### src/rtl/debug_bcd_sched_pkg.sv
// Shared definitions for the debug overlay BCD scheduler.
// Holds the FSM state encoding, default geometry of the debug bus and the
// helper that computes the bit offset of a slot inside a packed bus.
package debug_bcd_sched_pkg;

  localparam int SEQ_LEN_DEF    = 20;
  localparam int SEQ_NUM_DEF    = 6;
  localparam int BCD_DIGITS_DEF = 6;

  typedef enum logic [1:0] {
    IDLE  = 2'd0,
    LOAD  = 2'd1,
    SHIFT = 2'd2,
    STORE = 2'd3
  } state_t;

  // Bit offset of a slot within a packed bus whose slots are 'width' bits wide.
  function automatic int unsigned slot_ofs(input int unsigned slot, input int unsigned width);
    return slot * width;
  endfunction

endpackage

### src/rtl/debug_bcd_sched_dabble_step.sv
// One double-dabble iteration, purely combinational.
// Every nibble >= 5 gets +3, then the accumulator shifts left by one with
// bit_in entering at the LSB.
// Ports:
//   acc_in  - BCD accumulator before the step
//   bit_in  - next binary bit (MSB first) shifted into the accumulator
//   acc_out - BCD accumulator after correction and shift
module dabble_step
  import debug_bcd_sched_pkg::*;
#(
  parameter int BCD_DIGITS = BCD_DIGITS_DEF
) (
  input  logic [BCD_DIGITS*4-1:0] acc_in,
  input  logic                    bit_in,
  output logic [BCD_DIGITS*4-1:0] acc_out
);

  logic [BCD_DIGITS*4-1:0] corr;

  always_comb begin
    corr = acc_in;
    for (int i = 0; i < BCD_DIGITS; i++) begin
      if (acc_in[i*4 +: 4] >= 4'd5) corr[i*4 +: 4] = acc_in[i*4 +: 4] + 4'd3;
    end
    acc_out = {corr[BCD_DIGITS*4-2:0], bit_in};
  end

endmodule

### src/rtl/debug_bcd_sched.sv
// Debug overlay BCD scheduler: shares one sequential double-dabble converter
// across SEQ_NUM signed debug values. A frame_start pulse snapshots the whole
// bus, then slots are converted in order and published as sign + magnitude
// digits for the pixel generator.
// Ports:
//   sys_clk     - system clock (rising edge)
//   sys_rst     - synchronous active-high reset
//   frame_start - frame boundary pulse; starts a round when idle
//   seq_in      - packed signed sequences, slot k at [k*SEQ_LEN +: SEQ_LEN]
//   bcd_out     - packed BCD magnitudes, slot k at [k*BCD_DIGITS*4 +: BCD_DIGITS*4]
//   sign_out    - per-slot sign, 1 = negative
//   busy        - round in progress
//   drop_cnt    - saturating count of ignored frame_start pulses
//                 (present only with DEBUG_BCD_SCHED_DROP_CNT_EN defined)
//   done        - one-cycle pulse when the last slot is published
//
// state | meaning
// IDLE  | waiting for frame_start; outputs hold last round
// LOAD  | fetch slot idx from snapshot, split sign/magnitude, clear accumulator
// SHIFT | SEQ_LEN double-dabble iterations
// STORE | publish slot idx, advance or finish the round
module debug_bcd_sched
  import debug_bcd_sched_pkg::*;
#(
  parameter int SEQ_LEN    = SEQ_LEN_DEF,
  parameter int SEQ_NUM    = SEQ_NUM_DEF,
  parameter int BCD_DIGITS = BCD_DIGITS_DEF,
  parameter int IDX_W      = $clog2(SEQ_NUM)
) (
  input  logic                           sys_clk,
  input  logic                           sys_rst,
  input  logic                           frame_start,
  input  logic [SEQ_NUM*SEQ_LEN-1:0]     seq_in,
  output logic [SEQ_NUM*BCD_DIGITS*4-1:0] bcd_out,
  output logic [SEQ_NUM-1:0]             sign_out,
  output logic                           busy,
`ifdef DEBUG_BCD_SCHED_DROP_CNT_EN
  output logic [7:0]                     drop_cnt,
`endif
  output logic                           done
);

  localparam int CNT_W = $clog2(SEQ_LEN);
  localparam int ACC_W = BCD_DIGITS * 4;

  state_t                       state, state_nxt;
  logic [IDX_W-1:0]             idx;
  logic [CNT_W-1:0]             bit_cnt;
  logic [SEQ_NUM*SEQ_LEN-1:0]   shadow;
  logic [SEQ_LEN-1:0]           cur_val;
  logic [SEQ_LEN-1:0]           mag;
  logic                         sign_r;
  logic [ACC_W-1:0]             acc;
  logic [ACC_W-1:0]             acc_step;
  logic                         last_bit;
  logic                         last_slot;

  assign cur_val   = shadow[slot_ofs(32'(idx), SEQ_LEN) +: SEQ_LEN];
  assign last_bit  = (bit_cnt == CNT_W'(SEQ_LEN - 1));
  assign last_slot = (idx == IDX_W'(SEQ_NUM - 1));

  dabble_step #(.BCD_DIGITS(BCD_DIGITS)) u_step (
    .acc_in (acc),
    .bit_in (mag[SEQ_LEN-1]),
    .acc_out(acc_step)
  );

  always_ff @(posedge sys_clk) begin
    if (sys_rst) state <= IDLE;
    else         state <= state_nxt;
  end

  always_comb begin
    state_nxt = state;
    case (state)
      IDLE:    if (frame_start) state_nxt = LOAD;
      LOAD:    state_nxt = SHIFT;
      SHIFT:   if (last_bit) state_nxt = STORE;
      STORE:   state_nxt = last_slot ? IDLE : LOAD;
      default: state_nxt = IDLE;
    endcase
  end

  always_ff @(posedge sys_clk) begin
    if (sys_rst) begin
      shadow   <= '0;
      idx      <= '0;
      bit_cnt  <= '0;
      mag      <= '0;
      sign_r   <= 1'b0;
      acc      <= '0;
      bcd_out  <= '0;
      sign_out <= '0;
      busy     <= 1'b0;
      done     <= 1'b0;
    end else begin
      done <= 1'b0;
      case (state)
        IDLE: begin
          if (frame_start) begin
            shadow <= seq_in;
            idx    <= '0;
            busy   <= 1'b1;
          end
        end
        LOAD: begin
          // Two's-complement negate keeps -2^(SEQ_LEN-1) as the correct unsigned magnitude.
          sign_r  <= cur_val[SEQ_LEN-1];
          mag     <= cur_val[SEQ_LEN-1] ? (~cur_val + SEQ_LEN'(1)) : cur_val;
          acc     <= '0;
          bit_cnt <= '0;
        end
        SHIFT: begin
          acc     <= acc_step;
          mag     <= mag << 1;
          bit_cnt <= bit_cnt + CNT_W'(1);
        end
        STORE: begin
          bcd_out[slot_ofs(32'(idx), ACC_W) +: ACC_W] <= acc;
          sign_out[idx] <= sign_r;
          if (last_slot) begin
            done <= 1'b1;
            busy <= 1'b0;
          end else begin
            idx <= idx + IDX_W'(1);
          end
        end
        default: ;
      endcase
    end
  end

`ifdef DEBUG_BCD_SCHED_DROP_CNT_EN
  always_ff @(posedge sys_clk) begin
    if (sys_rst)                                          drop_cnt <= 8'd0;
    else if (frame_start && state != IDLE && drop_cnt != 8'hFF) drop_cnt <= drop_cnt + 8'd1;
  end
`endif

endmodule

### config.mk
export PLATFORM = sky130hd
export DESIGN_NAME = debug_bcd_sched
export DESIGN_NICKNAME = d
export VERILOG_FILES = /design/src/rtl/debug_bcd_sched_pkg.sv /design/src/rtl/debug_bcd_sched_dabble_step.sv /design/src/rtl/debug_bcd_sched.sv
export SDC_FILE = /design/constraint.sdc
export NUM_CORES = 1
export LEC_CHECK = 0
export ABC_CLOCK_PERIOD_IN_PS = 5300
export BUFFER_PORTS_ARGS = -buffer_cell sky130_fd_sc_hd__clkbuf_2
export CAP_MARGIN = 10
export CORE_MARGIN = 5
export CORE_UTILIZATION = 57
export CTS_CLUSTER_SIZE = 8
export DETAILED_ROUTE_END_ITERATION = 10
export GPL_ROUTABILITY_DRIVEN = 0
export GPL_TIMING_DRIVEN = 1
export PLACE_DENSITY_LB_ADDON = 0.05
export SKIP_CTS_REPAIR_TIMING = 1
export SLEW_MARGIN = 20
export SYNTH_ARGS = -nofsm -noshare
export SYNTH_HDL_FRONTEND = slang
export SYNTH_HIERARCHICAL = 1
export SYNTH_SLANG_ARGS = --single-unit
### constraint.sdc
create_clock -name sys_clk -period 5.3 [get_ports sys_clk]
set_input_delay 1.59 -clock sys_clk [delete_from_list [all_inputs] [get_ports sys_clk]]
set_output_delay 1.59 -clock sys_clk [all_outputs]
set_load 0.03 [all_outputs]
=== Word-level counts from Yosys, hierarchy flattened ===
Cells that the tools add are included.

* Register bits after elaboration: 327
* Latch bits: 0
* Memory bits (writable): 0
* Bits in read-only memories: 0
* Bits of input ports: 123
* Output and inout port bits: 152
* Word-level logic and storage cells: 79
* Memories kept: 0

* Add/subtract/negate cells: 10
* $mul: 2
* Divide/modulo/power cells: 0
* $lt $le $gt $ge: 8
* Eq/ne operators: 9
* Shift-type cells: 3
* Muxes and demuxes: 25
* Bitwise operators: 2
* Reductions and logical operators: 9

{| class="wikitable"
|+ Operators by type and width
! operator !! number
|-
| bitwise mux 144 bit || 1
|-
| variable shift 24 x 34 -> 144 bit, first input constant || 1
|-
| variable part select 24 x 34 -> 144 bit || 1
|-
| variable part select 120 x 9 -> 20 bit || 1
|-
| one-hot mux 24 bit (2 select lines) || 1
|-
| one-hot mux 20 bit (2 select lines) || 1
|-
| negation 8 -> 34 bit || 1
|-
| greater-or-equal comparator 4 x 3 -> 1 bit, second input constant || 6
|-
| adder 20 x 1 -> 20 bit, second input constant || 1
|-
| adder 4 x 2 -> 4 bit, second input constant || 5
|-
| 2-to-1 mux 20 bit || 1
|-
| 2-to-1 mux 4 bit || 5
|-
| inverter 20 bit || 1
|-
| one-hot mux 5 bit (2 select lines) || 1
|-
| 2-to-1 mux 3 bit || 3
|-
| inequality test 2 bit, second input constant || 4
|-
| one-hot mux 2 bit (4 select lines) || 1
|-
| bitwise mux 6 bit || 1
|-
| multiplier 3 x 3 -> 6 bit, second input constant || 1
|-
| one-hot mux 3 bit (2 select lines) || 1
|-
| AND reduction 3 bit || 2
|-
| adder 5 x 1 -> 5 bit, second input constant || 1
|-
| == test 5 bit, second input constant || 1
|-
| multiplier 3 x 2 -> 5 bit, second input constant || 1
|-
| other kinds (17) || 25
|}

=== Depth between registers and ports, before layout ===
Gate-level depths: netlist of the first run.

* Depth after elaboration: 6
* Gate-level depth with buffers: 18
* Depth with buffers taken out: 12

=== Cells and area by module ===
Netlist of the first run, hierarchy kept.

{| class="wikitable"
|+ By module, submodules not included
! module !! instances !! cells each !! area an instance (um2)
|-
| debug_bcd_sched || 1 || 1,905 || 15,442.3
|-
| dabble_step || 1 || 93 || 595.6
|}

=== Least setup slack after synthesis of the first run ===
OpenSTA, ideal clock, no wires.

* Path kind: register to register
* Start: register idx[2]
* End: register bcd_out[14]
* Data arrival time: 3.939 ns
* Required time: 5.214 ns
* Slack: 1.276 ns
* Cell stages (with the launch flop): 18
* Buffers on the path: 6
* Period minus slack after synthesis: 4.024 ns
* Cells stage by stage: dfxtp_1 > buf_4 > clkbuf_1 > inv_1 > clkbuf_1 > clkbuf_1 > fa_1 > xnor2_4 > nor2_1 > ha_1 > nor4b_1 > and2_1 > buf_4 > nand3_2 > o21ai_2 > buf_4 > nor2_1 > a211oi_1

* Longest elaborated chain between the ends: 4

{| class="wikitable"
|+ RTL lines
! what !! RTL line !! RTL
|-
| start: declaration || debug_bcd_sched.sv:47 || <nowiki>logic [IDX_W-1:0] idx;</nowiki>
|-
| start signal: assignment || debug_bcd_sched.sv:125 || <nowiki>idx <= idx + IDX_W'(1);</nowiki>
|-
| multiplier 3 x 2 -> 5 bit (*) || debug_bcd_sched_pkg.sv:19 || <nowiki>return slot * width;</nowiki>
|-
| negation 8 -> 34 bit (*) || debug_bcd_sched.sv:119 || <nowiki>bcd_out[slot_ofs(32'(idx), ACC_W) +: ACC_W] <= acc;</nowiki>
|-
| variable part select 24 x 34 -> 144 bit / variable shift 24 x 34 -> 144 bit (equally long branches) || debug_bcd_sched.sv:119 ||
|-
| bitwise mux 144 bit (*) || debug_bcd_sched.sv:119 ||
|-
| end signal: assignment || debug_bcd_sched.sv:92 || <nowiki>bcd_out <= '0;</nowiki>
|-
| end signal: indexed assignment || debug_bcd_sched.sv:119 ||
|-
| end: declaration || debug_bcd_sched.sv:34 || <nowiki>output logic [SEQ_NUM*BCD_DIGITS*4-1:0] bcd_out,</nowiki>
|}

Every way passes the cells marked *; elsewhere a longest branch is shown, timed or not.
A chain may end at the register's enable or synchronous reset.

=== Final worst setup path of the first run ===
* Start: register idx[0]
* End: register bcd_out[12]

Same word-level chain as after synthesis.

==> summary.txt, run 1 <==
Logic synthesis
  – Synth Area in Adders: between 2 and 2.5%
  – Syn avg cell area: around 8 sq um
  – Synth Area in XOR/XNOR: 1.47%
  – EDFF count, synth: 0
  – Synth Area in Compound Gates: 19.1%
  – Post-synth ARST share: 0%
  – Syn nets: 2152
  – Yosys warnings: 6
  – Post-synthesis sequential area ratio: 40.8%
  – Post-Synthesis Cell Area: 16000 sq um
  – Main combinational cell family by area after synthesis: simple AND/OR/NAND/NOR gates
  – Post-synth top flop: dfxtp_1
  – Syn Inst Count: about 2000
  – Post-Synth Simple-Gate Area: between 20% and 30%
  – FF+latch count, synth: 327
  – Post-synthesis mux area share: 10.1%
  – Post-synthesis cell type count: 79

Setup path
  – Critical path peak fanout: 46
  – Worst reg2reg path depth: 12
  – WP depth: 12
  – Worst path buffer plus inverter count: 1
  – Reg-to-reg startpoint: idx[0]
  – Crit start category: register
  – Req. time, crit path: 5730 ps
  – CP top delay family: simple AND/OR/NAND/NOR gates
  – Crit path DAT: 4760 ps
  – Slowest cell on crit path: dfxtp_4
  – Slowest stage delay, CP: 710 ps
  – R2r endpoint: bcd_out[12]
  – Worst Setup SP: idx[0]
  – R2R Setup Slk: 970 ps
  – CP Cell Sequence: ha_1 > inv_1 > fa_1 > xnor2_4 > nor2_1 > ha_1 > nor4b_1 > and2_1 > nand3_2 > o21ai_2 > nor2_1 > a211oi_1
  – Worst setup path endpoint: bcd_out[12]
  – CP Class: reg2reg
  – CP endpoint kind: register

Finish
  – Layout fillers: 2481
  – ANT cells: 0
  – Layout cells sized above 1: 18.5%
  – Fin nets: 2338
  – Area of the multi-input gates: between 8000 and 9000 sq um
  – Final instance area: 18600 sq um
  – P&R area growth vs syn: 15.8%
  – Reg area: 6550 sq um

Power and ir drop
  – Overall power: 0.00714 W
  – Peak VDD IR: between 0.2 and 0.3 mV
  – Switch Pwr: 0.00231 W
  – Net Sw Frac: roughly 32%
  – Clock power share: 35.2%
  – Reg power frac: between 40 and 50%
  – Cell internal pwr: 0.00483 W
  – Lkg Pwr: 7.18 nW
  – Power per Cell Area: 385 nW/um^2
  – Logic pwr share: between 20% and 30%

STA
  – Slew at the pin closest to its max-slew limit: 1100 ps
  – Setup ws final: slightly below 1000 ps
  – Slew Viols, Final: 0
  – Max Clk Rate: 231 MHz
  – Setup tns final: 0 ps
  – RSZ-0062 raised after global routing: no
  – Setup violators final: 0
  – Max-slew headroom: a little over a quarter
  – Final Hold Fails: 0
  – Fin crit share: 81.7%
  – Final Critical Period: approximately 4300 ps
  – Hold WS: 449 ps
  – Clock Skews: ~20 ps

CTS
  – Longest Clk Path Bufs: 3
  – Htree depth: 2
  – CTS tree: done
  – Num CTS Buffers: 46
  – Root Buffer: clkbuf_16
  – Clk sinks: around 330
  – Clk Latency, worst-skew pair: 540 ps
  – CTS clk-pin slew, worst paths: 50 ps

Global routing
  – Vias in the first global route: approximately 14000
  – Initial antenna violation count: 0
  – Met3 Resource Use GR: under 10%
  – Gr ovfl total: 0
  – Grt met1 use: 35.1%
  – GRT Total Usage: ~28%
  – Gr busiest metal: met2
  – Met2 Track Usage GR: 47.0%
  – Largest net degree at the start of global routing: 132
  – Global-route wire length before repair: 72200 um

Routing
  – Post-DRT Antenna Nets: 0
  – Vias after detailed routing: 14800
  – Post-DR wirelength/cell: 18.0 um
  – Starting DRC count in detailed routing: about 1300
  – Via-to-Cell Ratio: 5.78
  – Remaining DRCs: 0
  – Final wirelength: 46100 um
  – TritonRoute pass-1 iters: 8

Floorplan
  – Die area: 31600 sq um
  – Starting Density: 57.7%
  – Die Wd: 178 um
  – Core region area: 27800 sq um
  – Height of the die: approximately 180 um
  – # rows: 61
  – I/O pin total: 275

Status
  – Status: finished, final reports clean

Placed design
  – Port Buffers: approximately 270
  – Setup Slack @ Placement: about 1100 ps
  – DP Area: between 15000 and 20000 sq um
  – DP Wirelength: ~32000 um

Job
  – Max-cap violations: 0

Hold path
  – Hold Path Class: reg2reg
==> cells in the mapped netlist, drive strengths merged, types with 13 or more instances <==
cell / count / area, sq um
mux2i: 117 / 1170
and2: 13 / 81.3
ha: 30 / 375
nand2b: 19 / 119
buf: 33 / 223
a211oi: 51 / 383
dfxtp: 327 / 6550
nand2: 345 / 1300
nand3: 25 / 130
nor2: 303 / 1150
clkbuf: 120 / 450
mux2: 16 / 184
o21ai: 48 / 244
inv: 21 / 78.8
xnor2: 18 / 176
a21oi: 241 / 1250
nor3: 40 / 210
a22oi: 78 / 586
o22ai: 22 / 144
==> worst min path at each step <==
stage               start    endpoint  slack, ps  cells after the start
3_3_place_gp   shadow[34]  shadow[34]        440                      2
6_report       shadow[56]  shadow[56]        450                      2
2_1_floorplan   shadow[5]   shadow[5]        430                      2
5_1_grt        shadow[82]  shadow[82]        470                      2
4_1_cts        shadow[71]  shadow[71]        450                      2
3_5_place_dp   shadow[63]  shadow[63]        450                      2
==> cell usage in the layout (no fill, tap or decap), drive strengths merged, types with 13 or more instances in the layout <==
master and count:
mux2 16, o21ai 48, xnor2 18, and2 13
inv 22, a22oi 78, a211oi 51, ha 30
clkbuf 321, dfxtp 327, nand2b 19, nand3 25
buf 18, nor2 303, o22ai 22, nor3 40
mux2i 117, nand2 345, a21oi 241
==> registers in the layout, indices dropped and copies added, names as in the netlist <==
| name | flops |
|---|---|
| idx | 3 |
| acc | 24 |
| sign_out | 6 |
| done | 1 |
| busy | 1 |
| bit_cnt | 5 |
| shadow | 120 |
| mag | 20 |
| bcd_out | 144 |
| sign_r | 1 |
| state | 2 |
==> cell type report <==
type	count	area share [%]
well taps	378	2.55
flip-flops and latches	327	35.3
multi-input cells	1496	47.1
clock inverters	2	0.209
repair buffers	291	8.19
clock buffers	48	6.24
inverters	22	0.445
==> routing by layer <==
| metal | vias to the layer above | share of wire [%] |
|---|---|---|
| li1 | 7293 | - |
| met5 | - | 0 |
| met3 | 124 | 6.4 |
| met1 | 6866 | 41 |
| met4 | 0 | 4.5 |
| met2 | 545 | 48 |
==> kinds of logic (layout without fill, tap and decap cells) <==
group | count (synthesis) | after routing
AO/OA/AOI/OAI | 495 | 495
adder cells (fa/ha/maj) | 31 | 31
buffers and inverters | 175 | 363
multiplexers | 145 | 145
XOR/XNOR | 24 | 24
AND/OR/NAND/NOR | 801 | 801
flip-flops | 327 | 327
==> power by group through the flow <==
| stage | Combinational [W] | Clock (W) | Sequential [W] |
|---|---|---|---|
| floorplan | 0.00130 | 0 | 0.00293 |
| global placement | 0.00169 | 0 | 0.00292 |
| detailed placement | 0.00173 | 0 | 0.00293 |
| CTS | 0.00173 | 0.00256 | 0.00288 |
| global route | 0.00193 | 0.00267 | 0.00291 |
| finish | 0.00174 | 0.00252 | 0.00288 |
==> through the flow <==
step / utilization, % / instances
detailed placement: 62.5 / 2514
global placement: 62.5 / 2514
finish: 66.8 / 2564
global route: 66.8 / 2564
floorplan: - / 1998
CTS: 66.8 / 2564
==> worst reg2reg max path, cell delays in order, from the launching register on <==
cell and delay (ps):
dfxtp_4 710, ha_1 260, inv_1 50, fa_1 440
xnor2_4 310, nor2_1 90, ha_1 390, nor4b_1 480
and2_1 410, nand3_2 340, o21ai_2 400, nor2_1 90
a211oi_1 230
(Power assumes the default switching activity.)
==> inputs of run 2 (changes only) <==
- ABC_AREA: not set -> 1
- ABC_CLOCK_PERIOD_IN_PS: 5300 -> 3800
- CORE_UTILIZATION: 57 -> 51
- clock period: 5.3 -> 3.8 ns (I/O delays scaled with it)
==> run 2 against run 1 <==
- total power increased by 79%
- fmax is 25% higher
- combinational power grew to 2.9 times the previous value
- worst hold slack got worse by 1.1 ps
- via count increased by 10%
- non-clock buffer count increased by 10
- first-iteration DRC count shrank 5.1%
- sequential power is 42% higher
- area after synthesis up 0.66%
- largest cell class unchanged
- setup slack got worse by 630 ps
- global-route usage fell by 1.1 points
- clock-buffer cell count rose by 1
==> summary.txt, run 2 <==
Setup path
  – CP endpoint kind: register
  – Req. time, crit path: ~4300 ps
  – Critical path peak fanout: 13
  – Crit start category: register
  – CP Class: reg2reg
  – Crit path DAT: 3910 ps
  – Slowest cell on crit path: dfxtp_1
  – CP Cell Sequence: clkinv_1 > fa_1 > xor2_2 > inv_1 > nor2_1 > ha_1 > buf_4 > nand2_1 > nor3_1 > nand3_1 > inv_1 > nand2_1 > a21oi_1
  – Slowest stage delay, CP: 490 ps

Logic synthesis
  – Post-synth top flop: dfxtp_1
  – Syn Inst Count: 2368
  – Post-synthesis sequential area ratio: 40.5%
  – Syn avg cell area: 6.82 sq um
  – Main area contributors after synthesis: dfxtp_1, o21ai_0, nand2_1
  – Synth Area in Compound Gates: about 22%
  – Post-synthesis cell type count: 49
  – Yosys warnings: 6
  – Post-Synth Simple-Gate Area: 24.8%
  – Post-synthesis mux area share: 0%
  – Largest area contributor in the netlist: dfxtp_1
  – Post-Synthesis Cell Area: around 16000 sq um
  – Main combinational cell family by area after synthesis: simple AND/OR/NAND/NOR gates
  – Count leader, synth: nand2_1
  – Most frequent cells after synthesis: nand2_1, nor2_1, dfxtp_1
  – Syn nets: 2522
  – Synth Area in Adders: 2.45%
  – Synth Area in XOR/XNOR: 0.372%
  – Yosys top cell area share: 40.5%
  – EDFF count, synth: 0
  – FF+latch count, synth: 327
  – Post-synth ARST share: 0%

Placed design
  – Port Buffers: 274
  – Placed cells: 2932
  – DP Wirelength: roughly 36000 um

STA
  – Hold WS: 448 ps
  – Final Hold Fails: 0
  – Setup violators final: 0
  – Max-slew headroom: between 40 and 50%
  – RSZ-0062 raised after global routing: no
  – Final Critical Period: 3460 ps
  – Slew at the pin closest to its max-slew limit: 889 ps
  – Setup tns final: 0 ps
  – Fin crit share: 91.1%
  – Slew Viols, Final: 0
  – Max Clk Rate: 289 MHz
  – Clock Skews: 14.9 ps

Finish
  – Commonest non-fill, non-tap cell in the layout: nand2_1
  – Fin nets: 2733
  – ANT cells: 0
  – Largest regs: bcd_out x144, shadow x120, acc x24
  – Max FFs per register: 144
  – P&R area growth vs syn: 17.3%
  – Commonest non-fill, non-tap cells in the layout: nand2_1, nor2_1, dfxtp_1
  – Layout Cells excl Fill: 2985
  – Largest Register: bcd_out
  – Layout cells sized above 1: between 10% and 20%

CTS
  – CTS clk-pin slew, worst paths: 50 ps
  – Clk Latency, worst-skew pair: 540 ps
  – CTS tree: done
  – Htree depth: 2
  – Clk sinks: about 330
  – Longest Clk Path Bufs: 3
  – Root Buffer: clkbuf_16
  – Num CTS Buffers: 47

Global routing
  – Initial antenna violation count: 0
  – GRT Total Usage: 26.9%
  – Vias in the first global route: 15400
  – Largest net degree at the start of global routing: 142
  – Gr ovfl total: 0
  – Global-route wire length before repair: 79500 um

Floorplan
  – Core region area: 31400 sq um
  – Die Wd: around 190 um
  – # rows: 65
  – I/O pin total: 275
  – Starting Density: 51.4%
  – Die area: around 35000 sq um
  – Height of the die: 188 um

Routing
  – Final wirelength: 49700 um
  – Vias after detailed routing: between 15000 and 20000
  – TritonRoute pass-1 iters: 7
  – Via-to-Cell Ratio: between 5 and 6
  – Remaining DRCs: 0
  – Starting DRC count in detailed routing: between 1000 and 1500
  – Post-DR wirelength/cell: around 17 um
  – Post-DRT Antenna Nets: 0

Power and ir drop
  – Switch Pwr: around 0.0053 W
  – Reg power frac: 32.0%
  – Cell internal pwr: approximately 0.0075 W
  – Peak VDD IR: 0.488 mV
  – Logic pwr share: 39.8%
  – Net Sw Frac: a little over two fifths
  – Lkg Pwr: 8.07 nW
  – Overall power: about 0.013 W
  – Clock power share: 28.2%
  – Power per Cell Area: 676 nW/um^2

Job
  – Max-cap violations: 0

Hold path
  – Hold Path Class: reg2reg

Status
  – Status: finished, final reports clean
==> run 2: worst max-delay path, delay by kind of cell, from the launching register on <==
| family | cells | cell delay (ps) |
|---|---|---|
| xor+xnor | 1 | 180 |
| fa+ha+maj | 2 | 750 |
| flops | 1 | 490 |
| buf+inv | 4 | 850 |
| simple gates | 5 | 950 |
| compound gates | 1 | 150 |
==> run 2: stage by stage <==
step	setup WS, ps	util, %	instance area (sq um)
after floorplan	458	-	16100
after global placement	406	56.4	17700
after detailed placement	276	56.4	17700
after CTS	253	60.3	18900
after global routing	121	60.3	18900
final	339	60.3	18900
==> run 2: cell families (layout without fill, tap and decap cells) <==
group,Yosys count,count (layout)
buf+inv,389,604
compound gates,657,657
simple gates,958,958
xor+xnor,6,6
fa+ha+maj,31,31
flops,327,327
==> run 2: worst paths after layout <==
path	from	to	slack, ps	depth (start not counted)
max	idx[2]	bcd_out[120]	340	13
min	bcd_out[1]	bcd_out[1]	450	2
max reg2reg	idx[2]	bcd_out[120]	340	13
min reg2reg	bcd_out[1]	bcd_out[1]	450	2
==> run 2: routing by layer <==
metal | part of all wire [%] | routed length, um | vias up | global-route usage, %
met5 | 0 | 0 | - | 0
met4 | 4.3 | 2120 | 0 | 10.7
met3 | 6.2 | 3100 | 136 | 4.30
met2 | 47 | 23100 | 618 | 45.1
met1 | 43 | 21400 | 7416 | 34.7
li1 | - | - | 8174 | -
==> run 2: layout make-up <==
class,instances,area [sq um]
multi-input cells,1652,8090
inverters,250,941
flip-flops and latches,327,6550
well taps,402,503
fillers,3051,12500
clock inverters,4,35.0
clock buffers,49,1190
repair buffers,301,1630
==> run 2: power by group through the flow <==
stage / sequential (W) / clock [W] / combinational [W]
finish: 0.00410 / 0.00361 / 0.00509
global route: 0.00414 / 0.00383 / 0.00566
CTS: 0.00409 / 0.00369 / 0.00502
detailed placement: 0.00416 / 0 / 0.00501
global placement: 0.00414 / 0 / 0.00492
floorplan: 0.00417 / 0 / 0.00367
